## src/rtl/integrator_splitter_if.sv

```systemverilog
// integrator_splitter_if: sum-in and element-out valid/ready streams of the splitter
interface integrator_splitter_if #(parameter int sW = 16, parameter int bW = 8);
  logic [sW-1:0] sum;
  logic sum_vld, sum_rdy;
  logic [bW-1:0] d;
  logic d_vld, d_rdy, d_last;
  modport master(output sum, sum_vld, d_rdy, input sum_rdy, d, d_vld, d_last);
  modport slave(input sum, sum_vld, d_rdy, output sum_rdy, d, d_vld, d_last);
endinterface

```

## src/rtl/integrator_splitter.sv

```systemverilog
// integrator_splitter: splits one sum into eC saturating elements via a sequential restoring divider
module integrator_splitter #(
  parameter int bW = 8,
  parameter int sW = 16,
  parameter int eC = 8
) (
  input logic clk,
  input logic rst,
  integrator_splitter_if.slave io
);
  localparam int aW = $clog2(eC + 1);
  localparam int cW = $clog2(sW) + 1;
  localparam logic [aW:0] ec = (aW + 1)'(eC);
  localparam logic [sW:0] max_d = (sW + 1)'(2 ** bW - 1);
  typedef enum logic [1:0] {IDLE, DIV, EMIT} state_t;
  state_t state, nxt;
  logic [sW-1:0] q;
  logic [aW-1:0] r, idx;
  logic [cW-1:0] cnt;
  logic [aW:0] sh;
  logic ge, last;
  logic [sW:0] e;
  // q doubles as the dividend shift register; quotient bits enter at the LSB
  always_comb begin
    sh = {r, q[sW-1]};
    ge = sh >= ec;
    last = idx == aW'(eC - 1);
    e = {1'b0, q} + (sW + 1)'(idx < r);
  end
  always_ff @(posedge clk or posedge rst)
    if (rst) state <= IDLE;
    else state <= nxt;
  always_comb begin
    nxt = state;
    nxt = state == IDLE ? (io.sum_vld ? DIV : IDLE)
        : state == DIV ? (cnt == cW'(sW - 1) ? EMIT : DIV)
        : (io.d_rdy && last ? IDLE : EMIT);
  end
  always_comb begin
    io.sum_rdy = state == IDLE && !rst;
    io.d_vld = state == EMIT;
    io.d_last = state == EMIT && last;
    io.d = state != EMIT ? '0 : e > max_d ? max_d[bW-1:0] : e[bW-1:0];
  end
  always_ff @(posedge clk or posedge rst)
    if (rst) begin
      q <= '0;
      r <= '0;
      idx <= '0;
      cnt <= '0;
    end else if (state == IDLE && io.sum_vld) begin
      q <= io.sum;
      r <= '0;
      cnt <= '0;
    end else if (state == DIV) begin
      q <= {q[sW-2:0], ge};
      r <= ge ? aW'(sh - ec) : sh[aW-1:0];
      cnt <= cnt + 1'b1;
      idx <= '0;
    end else if (state == EMIT && io.d_rdy) begin
      idx <= last ? '0 : idx + 1'b1;
    end
endmodule

```

## src/flat_wrapper.sv

```systemverilog
// flat-port wrapper written by rule: the top's interface ports become plain ports
module integrator_splitter_flat 
#(
  parameter int bW = 8,
  parameter int sW = 16,
  parameter int eC = 8
)
  (clk, rst, io_sum, io_sum_vld, io_d_rdy, io_sum_rdy, io_d, io_d_vld, io_d_last);
  integrator_splitter_if #(.sW(sW), .bW(bW)) io_i ();
  input logic clk;
  input logic rst;
  input wire logic [$bits(io_i.sum)-1:0] io_sum;
  input wire logic [$bits(io_i.sum_vld)-1:0] io_sum_vld;
  input wire logic [$bits(io_i.d_rdy)-1:0] io_d_rdy;
  output wire logic [$bits(io_i.sum_rdy)-1:0] io_sum_rdy;
  output wire logic [$bits(io_i.d)-1:0] io_d;
  output wire logic [$bits(io_i.d_vld)-1:0] io_d_vld;
  output wire logic [$bits(io_i.d_last)-1:0] io_d_last;
  assign io_i.sum = io_sum;
  assign io_i.sum_vld = io_sum_vld;
  assign io_i.d_rdy = io_d_rdy;
  assign io_sum_rdy = io_i.sum_rdy;
  assign io_d = io_i.d;
  assign io_d_vld = io_i.d_vld;
  assign io_d_last = io_i.d_last;
  integrator_splitter #(.bW(bW), .sW(sW), .eC(eC)) u_core (.clk(clk), .rst(rst), .io(io_i));
endmodule
```

## config.mk

```make
export PLATFORM = sky130hd
export DESIGN_NAME = integrator_splitter_flat
export DESIGN_NICKNAME = d
export VERILOG_FILES = /design/src/rtl/integrator_splitter_if.sv /design/src/rtl/integrator_splitter.sv /design/src/flat_wrapper.sv
export SDC_FILE = /design/constraint.sdc
export NUM_CORES = 1
export LEC_CHECK = 0
export ABC_AREA = 1
export CORE_UTILIZATION = 40
export CTS_BUF_LIST = sky130_fd_sc_hd__clkbuf_4
export DETAILED_ROUTE_END_ITERATION = 7
export SYNTH_ARGS = -nofsm -noshare
export SYNTH_HDL_FRONTEND = slang
export SYNTH_SLANG_ARGS = --single-unit
```

## constraint.sdc

```tcl
create_clock -name clk -period 4.4 [get_ports clk]
set_input_delay 0.88 -clock clk [delete_from_list [all_inputs] [get_ports clk]]
set_output_delay 0.88 -clock clk [all_outputs]
set_load 0.005 [all_outputs]
```

---- Word level (Yosys, flattened, before mapping) ----
Cells that the tools add are included.
storage, ports and cells
  bits in writable memories ............... 0
  logic and storage cells ................. 45
  memories ................................ 0
  bits of input ports ..................... 20
  latch bits .............................. 0
  register bits after elaboration ......... 31
  memory bits (read-only) ................. 0
operators by class
  $mul .................................... 0
  add/subtract/negate cells ............... 4
  shift-type cells ........................ 0
  reductions and logical operators ........ 10
  mux-type cells .......................... 17
  bitwise logic cells ..................... 1
  equality and inequality tests ........... 5
  $lt $le $gt $ge ......................... 3
  div/mod/pow operators ................... 0
operator list
  kind                 count
  $mux 16              2
  $mux 4               6
  $add 16x1->17        1
  $gt 17x8->1 const B  1
  $mux 8               2
  $mux 5               2
  $mux 2               4
  $add 5x1->5 const B  1
  $eq 5x4->1 const B   1
  $ge 5x4->1 const B   1
  $logic_and 1x1->1    5
  $add 4x1->4 const B  1
  $eq 4x3->1 const B   1
  $lt 4x4->1           1
  $reduce_bool 2->1    2
  $sub 4x4->4 const B  1
  $eq 2x1->1 const B   1
  $eq 2x2->1 const B   1
  $logic_not 2->1      1
  $ne 2x2->1 const B   1
  $reduce_and 2->1     1
  $logic_not 1->1      1
  $mux 1               1
  $not 1->1            1

---- Logic depth before layout (Yosys ltp) ----
Gate-level depths: netlist of the first run.
  depth after elaboration ................. 5
  gate-level depth with buffers ........... 19

---- Least setup slack after synthesis of the first run ----
No wires, ideal clock.
  path kind ............................... register -> output
  from .................................... register u_core.idx[1]
  to ...................................... output io_d[0]
  arrival ................................. 2369 ps
  setup slack ............................. 1151 ps
  buffers on the path ..................... 0
  stages on the path, launching flop included .. 19
  cell sequence ........................... dfrtp_1 ha_1 o21ai_0 nand2_1 a21o_1 a21oi_1 ha_1 ha_1 nand2_2 nor2_4 nand2_2 nand2_1 nand2_1 nor2_2 nand2_2 nor2_4 nand4_1 nand2_1 inv_1
between the ends
  word-level cells in the longest chain between the ends .. 5
ends and longest elaborated chain
  element                  RTL line                   RTL
  start, declared          integrator_splitter.sv:18  logic [aW-1:0] r, idx;
  start signal, assigned   integrator_splitter.sv:61  idx <= last ? '0 : idx + 1'b1;
  $lt 4x4->1 (*)           integrator_splitter.sv:28  e = {1'b0, q} + (sW + 1)'(idx < r);
  $add 16x1->17 (*)        integrator_splitter.sv:28
  $gt 17x8->1              integrator_splitter.sv:43  io.d = state != EMIT ? '0 : e > max_d ? max_d[bW-1:0] : e[bW-1:0];
  $mux 8 (*) (2 in a row)  integrator_splitter.sv:43
  end, declared            flat_wrapper.sv:16         output wire logic [$bits(io_i.d)-1:0] io_d;
Mark *: on every way between the ends. The rest lies on a longest branch, timed or not.

---- Worst setup path in the final report of the first run ----
  from .................................... register u_core.idx[1]
  to ...................................... output io_d[6]
Same word-level chain as after synthesis.

==> results.md, run 1 <==
- The leading cell type in the layout, fill and taps excluded is sky130_fd_sc_hd__nand2_1.
- Dividing the detail-routed via count by the number of cells gives 4.95.
- VDD sags by at most 0.000299 V.
- Compared with the post-synthesis result, the final layout area differs by 25.5%.
- Of all flip-flops after synthesis, the portion carrying an async set or reset was 100%.
- After synthesis the cells add up to 2010 um2.
- The count of H-tree levels built during CTS is 2.
- The number of nets handed over by synthesis was 297.
- The tightest min-delay check is of the reg2reg type.
- The clock root buffer is sky130_fd_sc_hd__clkbuf_4.
- During I/O placement, the number of pins put on the boundary was 31.
- In this run, synthesis produced a sequential element count of 31.
- The final layout contains 338 nets.
- After clock tree synthesis, the clock-pin slew on the worst setup and hold paths is 0.11 ns.
- The slack of the worst reg-to-reg path is 2.25 ns.
- Setup violations remaining at the end of the flow were counted as 0.
- In the routed design, unresolved DRC markers number 0.
- The most used flip-flop cell after synthesis is sky130_fd_sc_hd__dfrtp_1.
- Measured against its own limit, the worst slew margin works out to 53.0%.
- The chip width is 72.9 um.
- Derived from the worst setup path, the maximum achievable clock frequency is 0.241 GHz.
- The detail route stage leaves a number of antenna-violating nets equal to 0.
- After routing the design area is 2530 um2.
- The region available for standard cell placement spans 4790 um2.
- Clock latency on the worst-skew pair, taken at its later pin, is 0.33 ns.
- The post-route clock period utilization is 94.4%.
- The initial antenna violation count was 0.
- The post-route netlist has 13.2% of its cells at a drive strength greater than 1.
- Global routing finished with a remaining overflow of 0.
- The total track usage is 19.7%.
- The post-synthesis average cell area is 7.51 um2.
- The port buffer count is 30.
- The synthesized netlist devotes 5.59% of its cell area to adder and majority cells.
- The worst setup path is captured at a primary output.
- The number of hold buffers added after cts is 0.
- The mean routed wirelength per cell is 12.6 um.
- STA classifies the critical path startpoint as a register.
- The final route contains 1868 vias.
- The final instance count without filler cells is 377.
- The placed standard-cell area is 2390 um2.
- For the pin with the worst max-slew slack, the measured transition is 0.702 ns.
- The count of pins over their slew limit is 0.
- In the final timing run, aggregate negative setup slack is 0 ns.
- The share of cell area taken by muxes after synthesis is 0%.
- The complex-gate fraction of the synthesized area is 13.2%.
- The number of antenna repair diodes is 0.
- The pin count of the biggest net entering global routing is 32.
- The count of placed standard cells including taps is 362.
- The clock passes through at most 2 buffers.
- The CTS tree is built.
- The worst register-to-register path has a depth of 7.
- By area, the combinational part of the netlist is dominated by simple AND/OR/NAND/NOR gates.
- The floorplan die height is 72.9 um.
- Summed over all layers, the routed wires come to 4.77 mm.
- The required time reported for the critical path endpoint is 3.52 ns.
- Counting every sink on the clock net gives 31.
- The power per unit of standard cell area is 624 nW/um2.
- The data arrival at the endpoint of the critical path is 3.28 ns.
- The source of the worst register-to-register timing path is u_core.state[0]$_DFF_PP0_.
- The flow ran to the end, and the final reports show no timing, DRC or antenna violations.
- The global placement routability congestion is 0.827.
- In this run the critical register-to-register path is captured at u_core.q[0]$_DFFE_PP0P_.
- Max-cap violations in this run came to 0.
- Synthesis instantiated 30 different standard cells from the library.
- The destination of the worst hold path is u_core.cnt[1]$_DFFE_PP0P_.
- The overall power of the completed layout is 1.58 mW.
- The category of the critical setup timing path is reg2out.
- The maximum fanout count along the critical path is 7.
- The number of detailed-route iterations in the first pass is 4.
- The Yosys step of the flow raised 0 warnings.
- The via count of the first global-routing pass was 1692.
- The CTS buffer count is 5.
- The detailed router's first-iteration violation count is 75.
- The static leakage is 1.21 nW.
- The number of stages on the worst hold path is 2.
- The time the final worst path needs with I/O delays and setup is 4.16 ns.
- The initialized floorplan defines 25 standard-cell rows.
- Setup repair after global routing left no endpoint under its margin.
- The cell count after synthesis is 268.
- The die covers 5320 um2.
- For this configuration, the core starts out at a cell density of 42.1%.
- The final hold violation count is 0.
- Leaving out fill and tap cells, the most frequent cells in the layout are sky130_fd_sc_hd__nand2_1, sky130_fd_sc_hd__inv_1, sky130_fd_sc_hd__dfrtp_1.
- The half-perimeter wire length of the detailed placement result is 3.49 mm.
- The number of enable-type register cells in the synthesized netlist is 0.
- The worst hold path begins at u_core.cnt[1]$_DFFE_PP0P_.
- The synthesized-area fraction occupied by xor and xnor cells is 3.05%.
- The first global-routing pass estimated 7.89 mm of wire.
- The simple-gate area share of the yosys netlist is 30.3%.
- Summing the sequential cell areas from Yosys gives 38.5% of the chip area.
- The clock arrives with 0.00710 ns of skew.
metrics by stage:
| step | hold WS (ns) | worst slack, ns | utilization [%] |
|---|---|---|---|
| after CTS | 0.522 | 0.120 | 51.0 |
| final | 0.516 | 0.244 | 52.8 |
| after floorplan | 0.468 | 1.15 | - |
| after detailed placement | 0.499 | 0.510 | 49.9 |
| after global placement | 0.490 | 0.521 | 49.9 |
| after global routing | 0.550 | 0.00156 | 52.8 |
synthesized netlist by cell type, types with 3 or more instances:
master                      n  area, um2
sky130_fd_sc_hd__o22ai_1    4       25.0
sky130_fd_sc_hd__nor2_2     5       31.3
sky130_fd_sc_hd__o211ai_1   3       22.5
sky130_fd_sc_hd__nor2_1    18       67.6
sky130_fd_sc_hd__a21oi_1    5       25.0
sky130_fd_sc_hd__xor2_1     5       43.8
sky130_fd_sc_hd__nand4_1   15       93.8
sky130_fd_sc_hd__buf_2      3       15.0
sky130_fd_sc_hd__nand3_1   12       60.1
sky130_fd_sc_hd__nand2_1   66        248
sky130_fd_sc_hd__ha_1       9        113
sky130_fd_sc_hd__a22oi_1    8       60.1
sky130_fd_sc_hd__dfrtp_1   31        776
sky130_fd_sc_hd__nand2_2    6       37.5
sky130_fd_sc_hd__o21ai_0   13       65.1
sky130_fd_sc_hd__nor2_4     5       56.3
sky130_fd_sc_hd__inv_1     41        154
report_power, final:
| group | internal (mW) | switching, mW |
|---|---|---|
| clock | 0.0594 | 0.103 |
| sequential | 0.402 | 0.143 |
| combinational | 0.376 | 0.492 |
what timing repair did:
item,in CTS,in global routing
setup endpoints to repair,0,8
resized for setup,0,10
setup buffers,0,7
final cells by class:
class                           instances  area (um2)
Fill cell                             495        2260
Tap cell                               67        83.8
Clock inverter                          3        15.0
Sequential cell                        31         776
Inverter                               44         165
Clock buffer                            5        37.5
Multi-Input combinational cell        188        1070
Timing Repair Buffer                   39         378
worst max-delay path, cell delays in order, from the launching register on:
cell,delay (ns)
sky130_fd_sc_hd__dfrtp_1,0.40
sky130_fd_sc_hd__ha_1,0.28
sky130_fd_sc_hd__o21ai_0,0.08
sky130_fd_sc_hd__nand2_1,0.08
sky130_fd_sc_hd__a21o_1,0.17
sky130_fd_sc_hd__a21oi_2,0.16
sky130_fd_sc_hd__ha_2,0.22
sky130_fd_sc_hd__ha_4,0.14
sky130_fd_sc_hd__nand2_2,0.06
sky130_fd_sc_hd__nor2_4,0.19
sky130_fd_sc_hd__buf_4,0.14
sky130_fd_sc_hd__buf_4,0.09
sky130_fd_sc_hd__inv_1,0.04
sky130_fd_sc_hd__nor2_2,0.10
sky130_fd_sc_hd__xor2_1,0.15
sky130_fd_sc_hd__nand4_1,0.10
sky130_fd_sc_hd__nand2_1,0.07
sky130_fd_sc_hd__inv_1,0.04
sky130_fd_sc_hd__clkdlybuf4s50_1,0.44
per-layer routing:
layer / part of all wire [%] / vias to the layer above / track usage, %
li1: - / 964 / -
met5: 0 / - / 0
met2: 47 / 34 / 32.0
met4: 0.82 / 0 / 5.88
met1: 49 / 865 / 26.8
met3: 3.4 / 5 / 3.73
state kept, by name (all words and copies together), names as in the netlist:
name and flops:
u_core.r 4, u_core.cnt 5, u_core.q 16, u_core.state 2, u_core.idx 4
worst max-delay path by stage:
stage               depth (start not counted)  slack (ns)  endpoint                      start
finish                                     18        0.24   io_d[6]  u_core.idx[1]$_DFFE_PP0P_
global route                               19       0.002   io_d[6]    u_core.r[1]$_DFFE_PP0P_
CTS                                        17        0.12   io_d[0]  u_core.idx[1]$_DFFE_PP0P_
detailed placement                         17        0.51   io_d[0]  u_core.idx[1]$_DFFE_PP0P_
global placement                           18        0.52   io_d[0]    u_core.r[1]$_DFFE_PP0P_
floorplan                                  18        1.15   io_d[0]  u_core.idx[1]$_DFFE_PP0P_
logic make-up (layout without fill, tap and decap cells):
family                     count (synthesis)  count (layout)
DFF                                       31              31
xor gates and xnor gates                   7               7
and+or+nand+nor                          130             130
buffers and inverters                     49              91
AOI/OAI and AO/OA                         42              42
adders and majority gates                  9               9
Power figures use the tool's default switching activity.
==> run 2: changes to the inputs <==
Settings changed: CORE_ASPECT_RATIO set to 1.1.
Clock period 4.4 ns to 3.5 ns, I/O delays scaled along.
==> run 2 against run 1 <==
Net effect:
- the flow now finishes with violations (negative setup slack)
- register-to-register slack got worse by 0.81 ns
- sequential power increased by 25%
- sequential share of layout area decreased by 1.1 points
- critical path type unchanged
- critical path depth increased by 3
- first-iteration DRC count increased by 44%
- die area about the same
- via count increased by 4.0%
- utilization increased by 2.5 points
- sequential cell count unchanged
- wire length increased by 6.3%
- cell count increased by 0.80%
- total power increased by 34%
==> results.md, run 2 (same netlist as run 1, synthesis figures left out) <==
- The flow ran to the end, but the final reports show violations.
- The final reports fail on negative setup slack.
- The measured slew at the worst slew-check pin is 0.630 ns (-0.0721 ns).
- The number of antenna repair diodes is 0 (unchanged).
- The pin count of the biggest net entering global routing came to 18 (-44%).
- The floorplan die height is 76.4 um (+4.7%).
- The mean routed wirelength per cell is 13.3 um (+5.5%).
- The initial standard-cell utilization of the core is 42.4% (+0.32 points).
- The boundary pin count came to 31 (unchanged).
- The worst setup path is launched from a register.
- The internal power is 1.15 mW (+37%).
- The overall power of the completed layout is 2.12 mW (+34%).
- The filler cell count in the final layout is 481 (-2.8%).
- The library cell used most frequently in the layout, excluding fill and tap cells, is sky130_fd_sc_hd__nand2_1.
- The maximum single-stage delay on the critical path is 0.43 ns (about the same).
- The largest registers in the layout are u_core.q x16, u_core.cnt x5.
- The power share of the clock group is 9.2% (-1.1 points).
- The setup slack after placement came to -0.176 ns (-0.686 ns).
- The required time reported for the critical path endpoint is 2.80 ns (-0.72 ns).
- The synthesis-to-finish area growth is 30.3%.
- The worst clock skew is 0.00730 ns (+0.000201 ns).
- The placed standard-cell area is 2450 um2 (+2.6%).
- Setup repair after global routing could not meet its margin everywhere.
- The port buffer count is 30 (unchanged).
- The maximum frequency from static timing analysis is 0.271 GHz.
- The count of H-tree levels built during CTS was 2 (unchanged).
- The maximum fanout count along the critical path came to 7 (unchanged).
- The critical path is of the reg2out type.
- The CTS buffer count came to 5 (unchanged).
- The clock latency of the later-clocked register in the worst-skew pair came to 0.33 ns (about the same).
- The share of post-route cells with drive strength above 1 is 21.0% (+7.8 points).
- Clock tree synthesis selected as its root buffer the cell sky130_fd_sc_hd__clkbuf_4.
- The detailed router's first-iteration violation count was 108 (+44%).
- The number of vias per cell came to 5.11 (+3.2%).
- The type of the worst min-delay path is reg2reg.
- The max capacitance violation total is 0 (unchanged).
- The worst-case headroom to the max-slew limit came to 57.8% (+4.8 points).
- The count of pins over their slew limit is 0 (unchanged).
- The time the final worst path needs with I/O delays and setup is 3.69 ns.
- The post-CTS clock slew at the launch and capture registers of the worst setup and hold paths came to 0.09 ns (-0.02 ns).
- The logic gate share of total power is 58.5% (+3.4 points).
- The global-route wire length before repair is 8.85 mm (+12%).
- The share of power burned in registers is 32.3% (-2.3 points).
- The post-route worst hold slack is 0.509 ns (-0.00645 ns).
- The initial antenna violation count is 0 (unchanged).
- The maximum resistive drop on vdd came to 0.000318 V (+6.2%).
- The detailed-route DRC error count came to 0 (unchanged).
- The signal on the critical path passes through ha_4 > o21ai_2 > nand2_1 > a21o_1 > a21oi_2 > ha_2 > ha_4 > nand2_4 > nor2_4 > buf_4 > buf_4 > nand3_1 > nand2_1 > nor2_2 > nand2_2 > nor2_4 > buf_4 > nand4_1 > nand2_1 > inv_1 > buf_2.
- The half-perimeter wire length of the detailed placement result is 3.69 mm (+5.9%).
- The power per unit of standard cell area was 807 nW/um2 (+29%).
- The total vias in the final route is 1943 (+4.0%).
- The chip width is 69.6 um (-4.5%).
- The number of detailed-route iterations in the first pass came to 4 (unchanged).
- The number of buffers on the longest clock path is 2 (unchanged).
- The setup violation total in the final timing report came to 8 (+8).
- The number of flip-flops under the largest register name is 16 (unchanged).
- The number of rows in the core area was 26 (+4.0%).
- The switching power summed over all nets is 0.971 mW (+31%).
- The switching power as a share of total power is 45.9% (-1.0 points).
- The post-detailed-route count of antenna-violating nets is 0 (unchanged).
- The number of hold buffers added after cts is 0 (unchanged).
- The area of the die came to 5320 um2 (about the same).
- The worst path uses 105% of the clock period.
- The total track usage is 20.7% (+1.0 points).
- The slowest stage of the critical path is the sky130_fd_sc_hd__dfrtp_1 cell.
- The global placement routability congestion was 0.858 (+3.8%).
- The final hold violation count is 0 (unchanged).
- The final instance area is 2620 um2 (+3.9%).
- The standard cell core area is 4750 um2 (-0.76%).
- The via count of the first global-routing pass came to 1907 (+13%).
- The layout net count is 354 (+4.7%).
- Leaving out fill and tap cells, the most frequent cells in the layout are sky130_fd_sc_hd__nand2_1, sky130_fd_sc_hd__inv_1, sky130_fd_sc_hd__dfrtp_1.
- The static leakage came to 1.26 nW (+4.2%).
- The worst-case setup margin in the final layout is -0.186 ns (-0.430 ns).
- The utilization after layout is 55.2% (+2.5 points).
- The type of element capturing the critical path is a primary output.
- The number of clock sinks seen by CTS was 31 (unchanged).
- TritonCTS built the clock tree.
- The aggregate global routing overflow was 0 (unchanged).
- Counting flops per register, the top entry is u_core.q.
- The total wire length is 5.07 mm (+6.3%).
- The data arrival at the endpoint of the critical path is 2.99 ns (-0.29 ns).
-- run 2: layer usage --
metal / up-vias / GRT usage [%] / share of wire (%)
met5: - / 0 / 0
met4: 0 / 6.00 / 1.5
met3: 8 / 3.97 / 3.9
met2: 33 / 33.5 / 48
met1: 909 / 28.2 / 47
li1: 993 / - / -
-- run 2: through the flow --
stage,std cells,TNS [ns]
floorplan,268,0
global placement,361,-0.669
detailed placement,361,-1.34
CTS,375,-1.26
global route,380,-2.76
finish,380,-1.02
-- run 2: critical path, delay by kind of cell, from the launching register on --
| kind | cells | cell delay, ns |
|---|---|---|
| AOI/OAI and AO/OA | 3 | 0.23 |
| DFF | 1 | 0.43 |
| buffers and inverters | 5 | 0.56 |
| adders and majority gates | 3 | 0.64 |
| and+or+nand+nor | 10 | 0.81 |
-- run 2: area by class of cell --
| class | instances | area [um2] | share of cell area [%] |
|---|---|---|---|
| inverters | 44 | 165 | 6.29 |
| flip-flops and latches | 31 | 776 | 29.6 |
| well taps | 56 | 70.1 | 2.67 |
| repair buffers | 55 | 467 | 17.8 |
| clock buffers | 6 | 45.0 | 1.72 |
| multi-input cells | 188 | 1100 | 42.0 |
-- run 2: timing repair --
item,in CTS,in global routing
setup buffers,8,5
resized for setup,38,7
pin swaps,18,13
setup endpoints to repair,8,8
-- run 2: power by group through the flow --
stage               combinational [mW]  clock, mW  sequential (mW)
floorplan                        0.708          0            0.637
CTS                               1.17      0.199            0.675
global route                      1.41      0.221            0.707
detailed placement                1.10          0            0.678
global placement                  1.09          0            0.673
finish                            1.24      0.195            0.683
-- run 2: final timing paths --
| check | startpoint | to | slack, ns | cells past startpoint |
|---|---|---|---|---|
| max reg2reg | u_core.state[1]$_DFF_PP0_ | u_core.q[0]$_DFFE_PP0P_ | 1.44 | 6 |
| max in group asynchronous | rst | u_core.q[3]$_DFFE_PP0P_ | 2.08 | 3 |
| min reg2reg | u_core.cnt[1]$_DFFE_PP0P_ | u_core.cnt[1]$_DFFE_PP0P_ | 0.51 | 2 |
| min | u_core.cnt[1]$_DFFE_PP0P_ | u_core.cnt[1]$_DFFE_PP0P_ | 0.51 | 2 |
| max | u_core.idx[1]$_DFFE_PP0P_ | io_d[4] | -0.19 | 21 |
| min in group asynchronous | rst | u_core.q[9]$_DFFE_PP0P_ | 0.77 | 2 |
==> run 3: changes to the inputs <==
Settings changed: RECOVER_POWER set to 25.
==> run 3 against run 2 <==
Net effect:
- the flow still finishes with violations (negative setup slack)
- wire length decreased by 0.20%
- first-iteration DRC count unchanged
- utilization decreased by 0.079 points
- total power decreased by 0.15%
- fmax increased by 0.14%
- cell count unchanged
- critical path type unchanged
- critical endpoint unchanged
- largest cell class unchanged
==> results.md, run 3 (same netlist as run 1, synthesis figures left out) <==
- The layout net count is 354 (unchanged).
- The maximum fanout count along the critical path came to 7 (unchanged).
- The type of element capturing the critical path is a primary output.
- The measured slew at the worst slew-check pin is 0.872 ns (+0.242 ns).
- Relative to the synthesized area, the layout overhead comes to 30.1%.
- Setup repair after global routing could not meet its margin everywhere.
- The count of H-tree levels built during CTS is 2 (unchanged).
- The port buffer count is 30 (unchanged).
- The max capacitance violation total is 0 (unchanged).
- The nature of the critical path startpoint is a register.
- The chip width is 69.6 um (unchanged).
- The number of buffers on the longest clock path came to 2 (unchanged).
- The detailed-route DRC error count is 0 (unchanged).
- The worst-case setup margin in the final layout is -0.180 ns (+0.00533 ns).
- The floorplan die height is 76.4 um (unchanged).
- The total wire length came to 5.06 mm (-0.20%).
- The share of post-route cells with drive strength above 1 is 20.7% (-0.31 points).
- The final instance area is 2620 um2 (-0.14%).
- The area of the die was 5320 um2 (unchanged).
- The CTS buffer count is 5 (unchanged).
- The clock latency of the later-clocked register in the worst-skew pair is 0.33 ns (about the same).
- The number of vias per cell is 5.11 (-0.15%).
- The mean routed wirelength per cell is 13.3 um (-0.20%).
- The global-route wire length before repair came to 8.85 mm (unchanged).
- TritonCTS built the clock tree.
- The checks that failed: negative setup slack.
- The time the final worst path needs with I/O delays and setup is 3.68 ns (-0.00533 ns).
- The standard cell core area came to 4750 um2 (unchanged).
- The register bank with the most flops is u_core.q.
- The maximum single-stage delay on the critical path is 0.43 ns (about the same).
- The half-perimeter wire length of the detailed placement result is 3.69 mm (unchanged).
- The number of detailed-route iterations in the first pass is 4 (unchanged).
- The global placement routability congestion is 0.858 (unchanged).
- The buffers plus inverters on the worst setup path is 5 (unchanged).
- The number of clock sinks seen by CTS was 31 (unchanged).
- The data arrival at the endpoint of the critical path is 2.98 ns (about the same).
- The detailed router's first-iteration violation count is 108 (unchanged).
- The initial antenna violation count came to 0 (unchanged).
- The number of rows in the core area is 26 (unchanged).
- Leaving out fill and tap cells, the most frequent cells in the layout are sky130_fd_sc_hd__nand2_1, sky130_fd_sc_hd__inv_1, sky130_fd_sc_hd__dfrtp_1.
- The boundary pin count is 31 (unchanged).
- The worst-case headroom to the max-slew limit is 41.9% (-16 points).
- The total track usage was 20.7% (unchanged).
- The total vias in the final route came to 1940 (-0.15%).
- Walking the worst path, the cells encountered are ha_4 > o21ai_2 > nand2_1 > a21o_1 > a21oi_2 > ha_2 > ha_4 > nand2_4 > nor2_4 > buf_4 > buf_4 > nand3_1 > nand2_1 > nor2_2 > nand2_2 > nor2_4 > buf_4 > nand4_1 > nand2_1 > inv_1 > buf_2.
- The post-CTS clock slew at the launch and capture registers of the worst setup and hold paths is 0.09 ns (about the same).
- The post-route worst hold slack was 0.509 ns (+0.000186 ns).
- The power per unit of standard cell area was 807 nW/um2 (about the same).
- The number of antenna repair diodes came to 0 (unchanged).
- The post-route clock period utilization is 105% (-0.15 points).
- The static leakage is 1.26 nW (-0.27%).
- The accumulated negative setup slack is -0.979 ns (+0.0417 ns).
- The largest registers in the layout are u_core.q x16, u_core.cnt x5.
- The slowest library cell on the worst path is sky130_fd_sc_hd__dfrtp_1.
- The maximum resistive drop on vdd is 0.000316 V (-0.63%).
- Leaving out fill and tap cells, the most frequent cell in the layout is sky130_fd_sc_hd__nand2_1.
- The flow ran to the end, but the final reports show violations.
- The final hold violation count is 0 (unchanged).
- The aggregate global routing overflow is 0 (unchanged).
- The placed standard-cell area came to 2450 um2 (unchanged).
- The clock root buffer is sky130_fd_sc_hd__clkbuf_4.
- The required time reported for the critical path endpoint is 2.80 ns (about the same).
- The post-detailed-route count of antenna-violating nets was 0 (unchanged).
- The number of flip-flops under the largest register name is 16 (unchanged).
- The maximum frequency from static timing analysis is 0.272 GHz (+0.14%).
- In this run the worst hold path is classified as reg2reg.
- The via count of the first global-routing pass is 1907 (unchanged).
- The pin count of the biggest net entering global routing is 18 (unchanged).
- The utilization after layout is 55.2% (-0.079 points).
- The worst clock skew was 0.00742 ns (+0.000118 ns).
- The initial standard-cell utilization of the core is 42.4% (unchanged).
- The category of the critical setup timing path is reg2out.
- The count of pins over their slew limit was 0 (unchanged).
- The family with the most delay on the worst path is simple AND/OR/NAND/NOR gates.
- The setup violation total in the final timing report is 8 (unchanged).
## run 3: changes by cell type in the layout (fill, tap and decap cells not counted)
cell	change
sky130_fd_sc_hd__buf_4	-1
sky130_fd_sc_hd__clkbuf_1	+1
sky130_fd_sc_hd__clkdlybuf4s50_1	-1
sky130_fd_sc_hd__dlygate4sd3_1	+1
## run 3: per-stage QoR
stage	setup WS (ns)	power (mW)	instances
2_1_floorplan	0.431	1.35	268
3_3_place_gp	-0.0913	1.77	361
3_5_place_dp	-0.176	1.78	361
4_1_cts	-0.229	2.04	375
5_1_grt	-0.400	2.34	380
6_report	-0.180	2.11	380
## run 3: worst register-to-register path: stages, from the launching register on
cell                      delay (ns)
sky130_fd_sc_hd__dfrtp_1        0.40
sky130_fd_sc_hd__inv_1          0.07
sky130_fd_sc_hd__nor2_1         0.49
sky130_fd_sc_hd__buf_4          0.31
sky130_fd_sc_hd__inv_1          0.24
sky130_fd_sc_hd__o21ai_0        0.29
sky130_fd_sc_hd__a21oi_1        0.06
sky130_fd_sc_hd__o21ai_0        0.13
## run 3: worst paths after layout
path	endpoint	startpoint	slack, ns	cells past startpoint
setup / recovery	io_d[4]	u_core.idx[1]$_DFFE_PP0P_	-0.18	21
hold / removal	u_core.cnt[1]$_DFFE_PP0P_	u_core.cnt[1]$_DFFE_PP0P_	0.51	2
setup reg to reg	u_core.q[0]$_DFFE_PP0P_	u_core.state[0]$_DFF_PP0_	1.45	7
hold reg to reg	u_core.cnt[1]$_DFFE_PP0P_	u_core.cnt[1]$_DFFE_PP0P_	0.51	2
max in group asynchronous	u_core.q[3]$_DFFE_PP0P_	rst	1.41	3
min in group asynchronous	u_core.q[9]$_DFFE_PP0P_	rst	0.90	2
## run 3: repair_timing
action                                  in CTS  in global routing
buffers inserted                             8                  5
pin swaps                                   18                 13
endpoints found under the setup margin       8                  8
hold buffers                                 0                  0
resized for setup                           38                  7
## run 3: metal layers
metal / vias to the layer above / GRT usage (%) / share of wire [%] / routed length [um]
met2: 35 / 33.5 / 48 / 2410
met4: 0 / 6.00 / 1.5 / 76
met1: 904 / 28.2 / 47 / 2370
met3: 8 / 3.97 / 3.9 / 199
met5: - / 0 / 0 / 0
li1: 993 / - / - / -
## run 3: report_power, final
part           leakage [nW]  switching (mW)  internal, mW  total (mW)
registers             0.398           0.177         0.505       0.683
clock network        0.0276           0.115        0.0791       0.194
logic                 0.834           0.676         0.561        1.24
total                  1.26           0.969          1.15        2.11
## run 3: cell type report
cell class	instances	area [um2]
multi-input combinational	188	1100
timing repair buffer	55	463
tap	56	70.1
fill	482	2130
clock buffer	6	45.0
sequential	31	776
inverter	44	165
